--- src/rtl/cnt_job_pkg.sv ---
// Shared types and default parameters for the counter job sequencer.
// Imported by cnt_job_fifo and cnt_job_master.
package cnt_job_pkg;

    localparam int DWIDTH_DEF  = 7;
    localparam int DEPTH_DEF   = 4;
    localparam int CWIDTH_DEF  = 16;
    localparam int TIMEOUT_DEF = 256;

    typedef enum logic [1:0] {
        S_IDLE  = 2'd0,
        S_ISSUE = 2'd1,
        S_WAIT  = 2'd2,
        S_DONE  = 2'd3
    } state_t;

endpackage

--- src/rtl/cnt_job_fifo.sv ---
// Synchronous job FIFO with a registered occupancy count; first-word
// fall-through read of the head entry.
module cnt_job_fifo
    import cnt_job_pkg::*;
#(
    parameter int DWIDTH = DWIDTH_DEF,
    parameter int DEPTH  = DEPTH_DEF
) (
    input  logic                         clk,
    input  logic                         rst,
    input  logic                         push,
    input  logic [DWIDTH-1:0]            push_data,
    input  logic                         pop,
    output logic [DWIDTH-1:0]            pop_data,
    output logic                         full,
    output logic                         empty,
    output logic [$clog2(DEPTH+1)-1:0]   count
);

    localparam int AW = $clog2(DEPTH);
    localparam int CW = $clog2(DEPTH + 1);

    if ((DEPTH < 2) || ((DEPTH & (DEPTH - 1)) != 0)) begin : g_bad_depth
        $error("cnt_job_fifo: DEPTH must be a power of two and at least 2");
    end

    logic [DWIDTH-1:0] mem [DEPTH];
    logic [AW-1:0]     wr_ptr;
    logic [AW-1:0]     rd_ptr;
    logic              do_push;
    logic              do_pop;

    // A push is refused while full even if a pop happens in the same cycle.
    assign full     = (count == CW'(DEPTH));
    assign empty    = (count == '0);
    assign do_push  = push && !full;
    assign do_pop   = pop && !empty;
    assign pop_data = mem[rd_ptr];

    // NOTE: storage carries no reset; only pointers and count define validity,
    // which keeps the array a plain RAM with no reset fan-out.
    always_ff @(posedge clk) begin
        if (do_push) begin
            mem[wr_ptr] <= push_data;
        end
    end

    // NOTE: every sequential assignment uses <= so all registers update from
    // pre-edge values regardless of statement order.
    always_ff @(posedge clk) begin
        if (rst) begin
            wr_ptr <= '0;
            rd_ptr <= '0;
            count  <= '0;
        end else begin
            if (do_push) begin
                wr_ptr <= wr_ptr + 1'b1;
            end
            if (do_pop) begin
                rd_ptr <= rd_ptr + 1'b1;
            end
            case ({do_push, do_pop})
                2'b10:   count <= count + 1'b1;
                2'b01:   count <= count - 1'b1;
                default: count <= count;
            endcase
        end
    end

endmodule

--- src/rtl/cnt_job_master.sv ---
// Initiator for the counter start/done handshake: queues jobs, issues them,
// measures completion time. Optional watchdog: define CNT_JOB_TIMEOUT_EN.
module cnt_job_master
    import cnt_job_pkg::*;
#(
    parameter int DWIDTH  = DWIDTH_DEF,
    parameter int DEPTH   = DEPTH_DEF,
    parameter int CWIDTH  = CWIDTH_DEF,
    parameter int TIMEOUT = TIMEOUT_DEF
) (
    input  logic              clk,
    input  logic              rst,
    input  logic              job_valid_i,
    input  logic [DWIDTH-1:0] job_val_i,
    output logic              job_ready_o,
    output logic              start_o,
    output logic [DWIDTH-1:0] cnt_val_o,
    input  logic              done_i,
    output logic              busy_o,
    output logic              res_valid_o,
    output logic [DWIDTH-1:0] res_val_o,
    output logic [CWIDTH-1:0] res_cycles_o,
    output logic              err_o
);

    if ((TIMEOUT < 2) || (CWIDTH < 31 && TIMEOUT >= (1 << CWIDTH))) begin : g_bad_timeout
        $error("cnt_job_master: TIMEOUT must be at least 2 and fit in CWIDTH bits");
    end

    state_t                     state;
    state_t                     state_next;
    logic                       fifo_pop;
    logic                       fifo_full;
    logic                       fifo_empty;
    logic [DWIDTH-1:0]          fifo_data;
    logic [$clog2(DEPTH+1)-1:0] unused_fifo_count;

    logic [DWIDTH-1:0]          job_val;
    logic [CWIDTH-1:0]          cyc;
    logic [CWIDTH-1:0]          cyc_inc;
    logic [CWIDTH-1:0]          res_cycles;
    logic                       seen_low;
    logic                       done_accept;
    logic                       timeout_hit;

    cnt_job_fifo #(
        .DWIDTH (DWIDTH),
        .DEPTH  (DEPTH)
    ) u_fifo (
        .clk       (clk),
        .rst       (rst),
        .push      (job_valid_i),
        .push_data (job_val_i),
        .pop       (fifo_pop),
        .pop_data  (fifo_data),
        .full      (fifo_full),
        .empty     (fifo_empty),
        .count     (unused_fifo_count)
    );

    assign job_ready_o = !fifo_full;

    // Saturating elapsed-cycle count for the current WAIT cycle.
    assign cyc_inc = (cyc == '1) ? cyc : cyc + 1'b1;

    // A done level left over from the previous job must drop once before it counts.
    assign done_accept = (state == S_WAIT) && done_i && seen_low;

`ifdef CNT_JOB_TIMEOUT_EN
    assign timeout_hit = (state == S_WAIT) && !done_accept && (cyc_inc >= CWIDTH'(TIMEOUT));
`else
    assign timeout_hit = 1'b0;
`endif

    always_ff @(posedge clk) begin
        if (rst) begin
            state <= S_IDLE;
        end else begin
            state <= state_next;
        end
    end

    // NOTE: each always_comb output gets a default first, so no path can
    // leave it unassigned and infer a latch.
    always_comb begin
        state_next = state;
        unique case (state)
            S_IDLE:  if (!fifo_empty) state_next = S_ISSUE;
            S_ISSUE: state_next = S_WAIT;
            S_WAIT:  if (done_accept || timeout_hit) state_next = S_DONE;
            S_DONE:  state_next = S_IDLE;
            default: state_next = S_IDLE;
        endcase
    end

    always_comb begin
        start_o     = 1'b0;
        busy_o      = 1'b1;
        res_valid_o = 1'b0;
        fifo_pop    = 1'b0;
        unique case (state)
            S_IDLE: begin
                busy_o   = 1'b0;
                fifo_pop = !fifo_empty;
            end
            S_ISSUE: start_o     = 1'b1;
            S_WAIT:  start_o     = 1'b0;
            S_DONE:  res_valid_o = 1'b1;
            default: busy_o      = 1'b0;
        endcase
    end

    always_ff @(posedge clk) begin
        if (rst) begin
            job_val    <= '0;
            cyc        <= '0;
            seen_low   <= 1'b0;
            res_cycles <= '0;
        end else begin
            case (state)
                S_IDLE: begin
                    if (!fifo_empty) begin
                        job_val  <= fifo_data;
                        cyc      <= '0;
                        seen_low <= 1'b0;
                    end
                end
                S_WAIT: begin
                    cyc <= cyc_inc;
                    if (!done_i) begin
                        seen_low <= 1'b1;
                    end
                    if (state_next == S_DONE) begin
                        res_cycles <= cyc_inc;
                    end
                end
                default: begin
                    cyc <= cyc;
                end
            endcase
        end
    end

    assign cnt_val_o    = job_val;
    assign res_val_o    = job_val;
    assign res_cycles_o = res_cycles;

`ifdef CNT_JOB_TIMEOUT_EN
    logic err_q;

    always_ff @(posedge clk) begin
        if (rst) begin
            err_q <= 1'b0;
        end else if (state == S_WAIT && state_next == S_DONE) begin
            err_q <= timeout_hit;
        end
    end

    assign err_o = err_q;
`else
    assign err_o = 1'b0;
`endif

endmodule

--- config.mk ---
export PLATFORM = sky130hd
export DESIGN_NAME = cnt_job_master
export DESIGN_NICKNAME = d
export VERILOG_FILES = /design/src/rtl/cnt_job_pkg.sv /design/src/rtl/cnt_job_fifo.sv /design/src/rtl/cnt_job_master.sv
export SDC_FILE = /design/constraint.sdc
export NUM_CORES = 1
export LEC_CHECK = 0
export ABC_AREA = 0
export CORE_MARGIN = 2
export CORE_UTILIZATION = 59
export CTS_CLUSTER_DIAMETER = 40
export DETAILED_ROUTE_END_ITERATION = 10
export PLACE_DENSITY_LB_ADDON = 0.25
export SLEW_MARGIN = 25
export SYNTH_ARGS = -nofsm -noshare
export SYNTH_HDL_FRONTEND = slang
export SYNTH_SLANG_ARGS = --single-unit
--- constraint.sdc ---
create_clock -name clk -period 5.15 [get_ports clk]
set_input_delay 0.7725 -clock clk [delete_from_list [all_inputs] [get_ports clk]]
set_output_delay 0.7725 -clock clk [all_outputs]
set_load 0.005 [all_outputs]
# Word-level counts from Yosys, hierarchy flattened
# Memory sizes are Yosys's and may differ from the RTL's. A register that Yosys moved wholly into a read port is not among the register bits.
# Cells that the tools add are included.
[word_totals]
mem_bits_rw = 28
ff_bits = 42
word_cells = 54
mem_count = 1
[mem_list]
columns = ["name", "words", "width", "read_ports", "rd_ports_with_merged_regs", "write_ports", "line", "rtl"]
rows = [
  ["u_fifo.mem", 4, 7, 1, 1, 1, "cnt_job_fifo.sv:27", "logic [DWIDTH-1:0] mem [DEPTH];"],
]
[classes]
n_mux = 16
n_eq_ne = 10
bitwise = 1
addsub = 5
n_reduce_logical = 14
[op_table]
columns = ["op", "count"]
rows = [
  ["$mux 16", 2],
  ["$pmux 16 s2", 1],
  ["$add 16x1->16 const B", 1],
  ["$eq 16x16->1 const B", 1],
  ["$eq 2x2->1 const B", 4],
  ["$mux 1", 8],
  ["$pmux 2 s4", 1],
  ["$pmux 3 s2", 1],
  ["$reduce_and 2->1", 3],
  ["$add 2x1->2 const B", 2],
  ["$eq 2x1->1 const B", 2],
  ["$logic_and 1x1->1", 4],
  ["$mux 2", 2],
  ["$ne 2x2->1 const B", 2],
  ["$reduce_bool 2->1", 2],
  ["$add 3x1->3 const B", 1],
  ["$eq 3x3->1 const B", 1],
  ["$logic_not 3->1", 1],
  ["$reduce_and 3->1", 1],
  ["$sub 3x1->3 const B", 1],
  ["$logic_not 1->1", 2],
  ["$logic_not 2->1", 1],
  ["$pmux 1 s2", 1],
  ["$not 1->1", 1],
]

# Depth between registers and ports, before layout
# Gate-level depths: netlist of the first run.
[depth]
ltp_word = 7
mapped_depth = 10

# Modules after synthesis
# From an unflattened synthesis of the first run, not the netlist that was laid out.
[unflattened]
hier_cells = 367
hier_area_um2 = 3831.2
[by_module_without_submodules]
columns = ["mod", "area_each_um2", "instances", "cells_per_inst"]
rows = [
  ["cnt_job_master", 2343.5, 1, 276],
  ["cnt_job_fifo", 1487.7, 1, 91],
]

# Worst setup path after synthesis of the first run
# No wires, ideal clock.
[synth_path]
path_kind = "flip-flop to flip-flop"
startpoint = "register u_fifo.count[0]"
endpoint = "register u_fifo.count[2]"
path_buffers = 1
required_time_ps = 5080
slack_ps = 2782
path_stages_with_launch = 11
period_less_slack_ps = 2368
arrival_time_ps = 2298
cell_sequence = "dfxtp_1 buf_2 or3b_1 and2_1 inv_1 ha_1 inv_1 fa_1 xor2_1 or3_1 a21oi_1"
[synth_between]
word_cells_on_any_way = 13
classes_between = "2 x add/sub; 3 x eq/ne; 2 x mux; 6 x reduce/logical"
[synth_rtl]
columns = ["element", "line", "rtl"]
rows = [
  ["start: declaration", "cnt_job_fifo.sv:17", "output logic [$clog2(DEPTH+1)-1:0] count"],
  ["start signal: assignment", "cnt_job_fifo.sv:63", "2'b10: count <= count + 1'b1;"],
  ["start signal: assignment", "cnt_job_fifo.sv:64", "2'b01: count <= count - 1'b1;"],
  ["start signal: assignment", "cnt_job_fifo.sv:65", "default: count <= count;"],
  ["$eq 3x3->1 (*)", "cnt_job_fifo.sv:34", "assign full = (count == CW'(DEPTH));"],
  ["$logic_not 1->1 (*)", "--", ""],
  ["via job_ready_o", "cnt_job_master.sv:15", "output logic job_ready_o,"],
  ["$logic_and 1x1->1 (*)", "cnt_job_fifo.sv:36", "assign do_push = push && !full;"],
  ["$eq 2x1->1 or $eq 2x2->1 (tied branches)", "cnt_job_fifo.sv:62", "case ({do_push, do_pop})"],
  ["$pmux 3 s2 or $reduce_bool 2->1 (tied branches)", "--", ""],
]
# Mark *: on every way through the listed nets, which the timed path passes. The rest lies on a longest branch.
# A chain may end at the register's enable or synchronous reset.

# Worst setup path after layout of the first run
[layout_path]
startpoint = "register state[0]"
endpoint = "register cyc[3]"
[layout_between]
elab_chain_len = 3
word_cells_on_any_way = 6
classes_between = "2 x eq/ne; 1 x mux; 3 x reduce/logical"
[layout_lines]
columns = ["element", "line", "rtl"]
rows = [
  ["start: declaration", "cnt_job_master.sv:30", "state_t state;"],
  ["start signal: assignment", "cnt_job_master.sv:79", "state <= state_next;"],
  ["$eq 2x2->1 or $logic_not 2->1 (tied branches)", "cnt_job_master.sv:120", "case (state)"],
  ["$reduce_bool 2->1 (no line) or $ne 2x2->1 (tied branches)", "--", ""],
  ["$reduce_and 2->1 (no line)", "--", ""],
  ["end signal: assignment", "cnt_job_master.sv:129", "cyc <= cyc_inc;"],
  ["end signal: assignment", "cnt_job_master.sv:138", "cyc <= cyc;"],
  ["end: declaration", "cnt_job_master.sv:39", "logic [CWIDTH-1:0] cyc;"],
]
# Several ways; a longest one is shown, not always the timed one.

==> results.md, run 1 <==
- Area share of fa/ha/maj cells after synthesis: 0.04287
- Final wirelength: about 7600 µm
- CP max FO: 20
- PD cells: 446.3 mW/mm²
- Period minus WS final: around 2.7 ns
- Achievable Freq: around 360 MHz
- Leakage: 1.434 nW
- PostCTS Resize Cnt: 0
- NetSw: ~0.00063 W
- Ratio of cells with drive above 1 in the final layout: 0.09635
- Initial antenna violation count: 0
- Post-CTS setup buffers: 0
- Vias post-DR: around 2,800
- Cts bufs inserted: 9
- Mux share of post-synthesis cell area: 0.05104
- Syn Area/Cell: approximately 10 µm²
- Chip width: around 83 µm
- Pin count of the biggest net entering global routing: 37
- Area growth, synth to finish: 16.20%
- CP startpoint kind: register
- Syn nets: approximately 380
- Setup CP Type: register to register
- Antenna cells: 0
- DRT Pass-1 Iters: 5
- Mapped Area: roughly 0.0037 mm²
- Final Max Slew Viols: 0
- Max_slew headroom: 0.3083
- Synth warnings: 0
- Largest family of logic cells by synthesized area: simple AND/OR/NAND/NOR gates
- Total Routing Usage GR: 0.2282
- Clk buf depth: 2
- Core Box Area: about 0.006 mm²
- Root Driver: clkbuf_8
- CTS tree: built
- Hold Violations, Final: 0
- Clock latency on the worst-skew pair: roughly 0.35 ns
- Final hold slack: 0.4720 ns
- Row Count: 28
- First-pass GRT wire length: 12,750 µm
- Synth cell types: between 50 and 60
- Area fraction in and, or, nand and nor cells after synthesis: 0.1664
- Reg power frac: 0.412
- DRC violations left: 0
- Die height: between 80 and 90 µm
- Sw frac: 0.3319
- Synth Flop Type: dfxtp_1
- Post-route ant nets: 0
- DR vias/cell: just over 6
- Die area: approximately 0.0069 mm²
- Port Buffers: 44
- Worst-path clk slew: approximately 0.08 ns
- Final net count: ~400
- Max-cap violations: 0
- Crit path capture type: register
- Tcrit/Tclk final: 0.5335
- Dpl ws: 2.294 ns
- Final Setup Violations: 0
- Sink Count: between 70 and 80
- Share of flip-flops with an asynchronous set or reset: 0
- Final core utilization: 0.7174
- Vias in the first global route: between 2,000 and 3,000
- Worst vdd ir: 423.7 µV
- EDFF count, synth: 28
- I/O pins: 46
- Clock group share of total power: 0.271
- Combinational fraction of design power: 0.317
- Area fraction in compound gates after synthesis: 0.1589
- Sequential fraction of the synthesis area: 0.4954
- Post-synthesis cell count: between 300 and 400
- RePlAce Congestion: around 0.82
- Int Pwr: 0.001274 W
- CTS Hold Buffers Added: 0
- Unrepaired setup endpoints after global routing: false
- DRT iter0 DRCs: around 290
- DP HPWL: approximately 5000 µm
- Commonest non-fill, non-tap cell in the layout: dfxtp_1
- Routed len/inst: 16.46 µm
- H-tree Lvls: 3
- Power Total: around 0.0019 W
- Initial Utilization: 0.6174
- Grt ovf: 0
- Worst-Margin Slew: ~1.0 ns
- Commonest cells after routing, fill and taps aside: dfxtp_1 (49), clkdlybuf4s50_1 (44), nand2_1 (39), edfxtp_1 (28), a21oi_1 (23)
- Xor/xnor cell area share of the yosys netlist: 0.02144
- CP required: about 5.4 ns
- Worst hold path type: register to register
- CP arrival: around 3 ns
- Register bit total from synthesis: 77
- Fin worst setup slack: ~2.4 ns
- Setup tns final: 0 ns
- Layout Skew: ~0.01 ns
- Status: finished, final reports clean
-- registers in the layout, summed over array words and instances (netlist names) --
name	flops
cnt_val_o	7
cyc	16
res_cycles_o	16
seen_low	1
state	2
u_fifo.count	3
u_fifo.mem	28
u_fifo.rd_ptr	2
u_fifo.wr_ptr	2
-- per-stage QoR --
stage | area (µm²) | cells
floorplan | 3677 | 355
global placement | 4044 | 443
detailed placement | 4044 | 443
CTS | 4273 | 459
global route | 4273 | 459
finish | 4273 | 459
-- area by class of cell --
class                   instances  area, µm²
repair buffers                 45      447.9
multi-input cells             231       1624
clock buffers                   9      123.9
fillers                       444       1683
flip-flops and latches         77       1822
well taps                      75      93.84
clock inverters                 7      105.1
inverters                      15      56.30
-- metal layers --
metal,global-route usage,part of all wire,vias up
met2,0.3321,0.45,103
met3,0.04970,0.058,10
li1,-,-,1363
met5,0,0,-
met4,0.07004,0.014,0
met1,0.3423,0.48,1368
-- critical path, cell delays in order, from the launching register on --
cell and delay (ns):
dfxtp_1 0.36, inv_1 0.13, ha_1 0.61, inv_1 0.26, a21oi_1 0.86, a41oi_1 0.21, a211oi_1 0.23
-- Yosys cell counts (all sizes together), types with 2 or more instances --
cell,n,share of area
and4,2,0.0048
a31o,2,0.0048
clkbuf,10,0.010
a311oi,2,0.0048
nand4,5,0.010
or3,3,0.0051
a31oi,12,0.020
inv,15,0.015
mux2i,3,0.0082
nand2,39,0.040
o211ai,8,0.016
nor2,14,0.014
nor3,10,0.018
xor2,3,0.0071
edfxtp,28,0.23
a211oi,7,0.014
mux4,7,0.043
buf,22,0.037
o32ai,2,0.0048
or4,6,0.012
a41oi,2,0.0048
xnor2,6,0.014
and3,7,0.012
ha,11,0.037
nor4,6,0.020
o22ai,4,0.0068
nand3,9,0.012
o311ai,2,0.0048
dfxtp,49,0.27
o21ai,17,0.023
a21oi,23,0.031
-- path summary, 6_finish.rpt --
path / cells after the start / startpoint / slack (ns) / endpoint
max: 6 / state[0] / 2.40 / cyc[3]
min: 2 / cnt_val_o[4] / 0.47 / cnt_val_o[4]
min reg2reg: 2 / cnt_val_o[4] / 0.47 / cnt_val_o[4]
max reg2reg: 6 / state[0] / 2.40 / cyc[3]
-- cells by family (layout without fill, tap and decap cells) --
logic type      Yosys count  count (layout)
xor+xnor                  9               9
mux                      10              10
fa+ha+maj                12              12
flops                    77              77
compound gates           90              90
buf+inv                  47              76
simple gates            109             109
other cells               1               1
-- power groups by stage --
stage	Sequential, W	Combinational (W)	Clock [W]
global route	0.000801	0.000662	0.000557
global placement	0.000793	0.000589	0
finish	0.000785	0.000605	0.000516
detailed placement	0.000801	0.000599	0
CTS	0.000787	0.000603	0.000527
floorplan	0.000768	0.000423	0
Note: power is estimated with default switching activity, not from simulation.
==> inputs of run 2 (changes only) <==
Settings changed: CORE_UTILIZATION 59 to 55.
Clock period 5.15 ns to 2.8 ns, I/O delays scaled along.
==> results.md, run 2 (same netlist as run 1, synthesis figures left out) <==
- Status: complete, but fails checks
- Failing checks: design-rule violations
- Clk buf depth: 2 (unchanged)
- Reg2Reg Setup Slack: 0.23 ns (-2.17 ns)
- DR vias/cell: 6.102 (-1.5%)
- CTS Hold Buffers Added: 0 (unchanged)
- Critical R2R Launch: u_fifo.count[2]
- Ratio of cells with drive above 1 in the final layout: 0.1097 (+0.01334)
- Hold_sp: res_cycles_o[2]
- CP required: 3.09 ns (-2.33 ns)
- PD cells: 820.3 mW/mm² (+84%)
- Vias in the first global route: 2,605 (+4.1%)
- Setup tns final: 0 ns (unchanged)
- Pin count of the biggest net entering global routing: 36 (-2.7%)
- PostCTS Resize Cnt: 0 (unchanged)
- Met1 Wirelength: 3576 µm (-0.61%)
- Chip width: 85.77 µm (+3.4%)
- Largest reg by FF count: u_fifo.mem
- Clock latency on the worst-skew pair: 0.36 ns (about the same)
- H-tree Lvls: 3 (unchanged)
- Initial Utilization: 0.5726 (-0.04487)
- Vias post-DR: 2,862 (+0.63%)
- Worst vdd ir: 534.2 µV (+26%)
- Post-CTS setup buffers: 0 (unchanged)
- Commonest non-fill, non-tap cell in the layout: dfxtp_1
- Final Setup Violations: 0 (unchanged)
- Metal2 WL: 3757 µm (+10%)
- Die area: 0.007356 mm² (+6.9%)
- Cts bufs inserted: 9 (unchanged)
- Fillers: 491 (+11%)
- Inst Count DP: 453 (+2.3%)
- Placed Area: 0.004106 mm² (+1.5%)
- Crit path launch: u_fifo.count[2]
- DP HPWL: 5387 µm (+6.7%)
- Max-cap violations: 0 (unchanged)
- Initial antenna violation count: 0 (unchanged)
- I/O pins: 46 (unchanged)
- CP max FO: 7 (-65%)
- Port Buffers: 44 (unchanged)
- Layout Skew: 0.007874 ns (-0.002101 ns)
- DRT iter0 DRCs: 305 (+6.6%)
- Final hold slack: 0.4604 ns (-0.01160 ns)
- Total Routing Usage GR: 0.2325 (+0.004271)
- Final core utilization: 0.6725 (-0.04493)
- Antenna cells: 0 (unchanged)
- Achievable Freq: 389.5 MHz (+7.0%)
- Die height: 85.77 µm (+3.4%)
- Core Box Area: 0.006422 mm² (+7.8%)
- CTS tree: built
- Fin cells: 469 (+2.2%)
- Sink Count: 77 (unchanged)
- DRT Pass-1 Iters: 8 (+3)
- Top Layer Used: met4
- DRC violations left: 2 (+2)
- Max reg flops: 28 (unchanged)
- Post-route ant nets: 0 (unchanged)
- Final net count: 410 (+2.0%)
- Fin area: 0.004319 mm² (+1.1%)
- Grt ovf: 0 (unchanged)
- CP startpoint kind: register
- Routed len/inst: 17.17 µm (+4.3%)
- Commonest cells after routing, fill and taps aside: dfxtp_1 (49), clkdlybuf4s50_1 (44), nand2_1 (39), edfxtp_1 (28), a21oi_1 (23)
- Row Count: 29 (+3.6%)
- Leakage: 1.464 nW (+2.1%)
- Final Max Slew Viols: 0 (unchanged)
- Met3 WL: 530 µm (+22%)
- Unrepaired setup endpoints after global routing: false
- Area growth, synth to finish: 17.45%
- Setup CP Type: register to register
- Hold Violations, Final: 0 (unchanged)
- Worst-Margin Slew: 0.8732 ns (-0.1643 ns)
- Root Driver: clkbuf_8
- Tcrit/Tclk final: 0.9170 (+0.3835)
- Crit path capture type: register
- Max_slew headroom: 0.4105 (+0.1022)
- Worst hold path type: register to register
- Period minus WS final: 2.568 ns (-0.1800 ns)
- Worst-path clk slew: 0.08 ns (about the same)
- Final wirelength: 8055 µm (+6.6%)
- CP arrival: 2.86 ns (-0.15 ns)
- RePlAce Congestion: 0.8210 (+0.42%)
- First-pass GRT wire length: 13,210 µm (+3.6%)
==> run 2: cell count changes in the layout (fill, tap and decap cells not counted), sizes merged <==
cell / previous run / this run
clkinv: 1 / 3
inv: 18 / 16
buf: 1 / 9
==> run 2: final cells by class <==
cell class	count	area [µm²]	share of cell area
sequential	77	1822	0.4218
inverter	15	56.30	0.01304
clock inverter	7	88.84	0.02057
multi-input combinational	231	1624	0.3760
clock buffer	9	123.9	0.02868
tap	77	96.34	0.02231
timing repair buffer	53	508.0	0.1176
==> run 2: worst max-delay path: stages, from the launching register on <==
cell and delay [ns]:
dfxtp_1 0.47, or3b_1 0.47, and2_1 0.23, inv_1 0.08, ha_1 0.18, inv_1 0.07, fa_1 0.38, xor2_1 0.18
or3_1 0.31, a21oi_1 0.14
==> run 2: report_power, final <==
group,switching [W],internal [W]
registers,0.000132,0.00131
clock network,0.000421,0.000497
logic,0.000621,0.000563
total,0.00117,0.00237
==> run 2: through the flow <==
stage | total power [W] | setup slack, ns
floorplan | 0.002191 | 0.4317
global placement | 0.002609 | 0.4006
detailed placement | 0.002637 | 0.2944
CTS | 0.003552 | 0.2465
global route | 0.003721 | 0.1159
finish | 0.003543 | 0.2325
==> run 2: worst paths after layout <==
check	endpoint	cells after the start
worst max-delay path	u_fifo.count[2]	9
worst min register to register	res_cycles_o[2]	2
worst max register to register	u_fifo.count[2]	9
worst min-delay path	res_cycles_o[2]	2
==> run 2: metal layers <==
metal	GRT usage	up-vias
met5	0	-
met4	0.1126	0
met3	0.03754	16
met2	0.3530	119
met1	0.3262	1351
li1	-	1376
==> inputs of run 3 (changes only) <==
Settings changed: SLEW_MARGIN 25 to 20.
==> results of run 3 <==
Same layout as run 2: the final DEF is identical, and so are final timing and power.
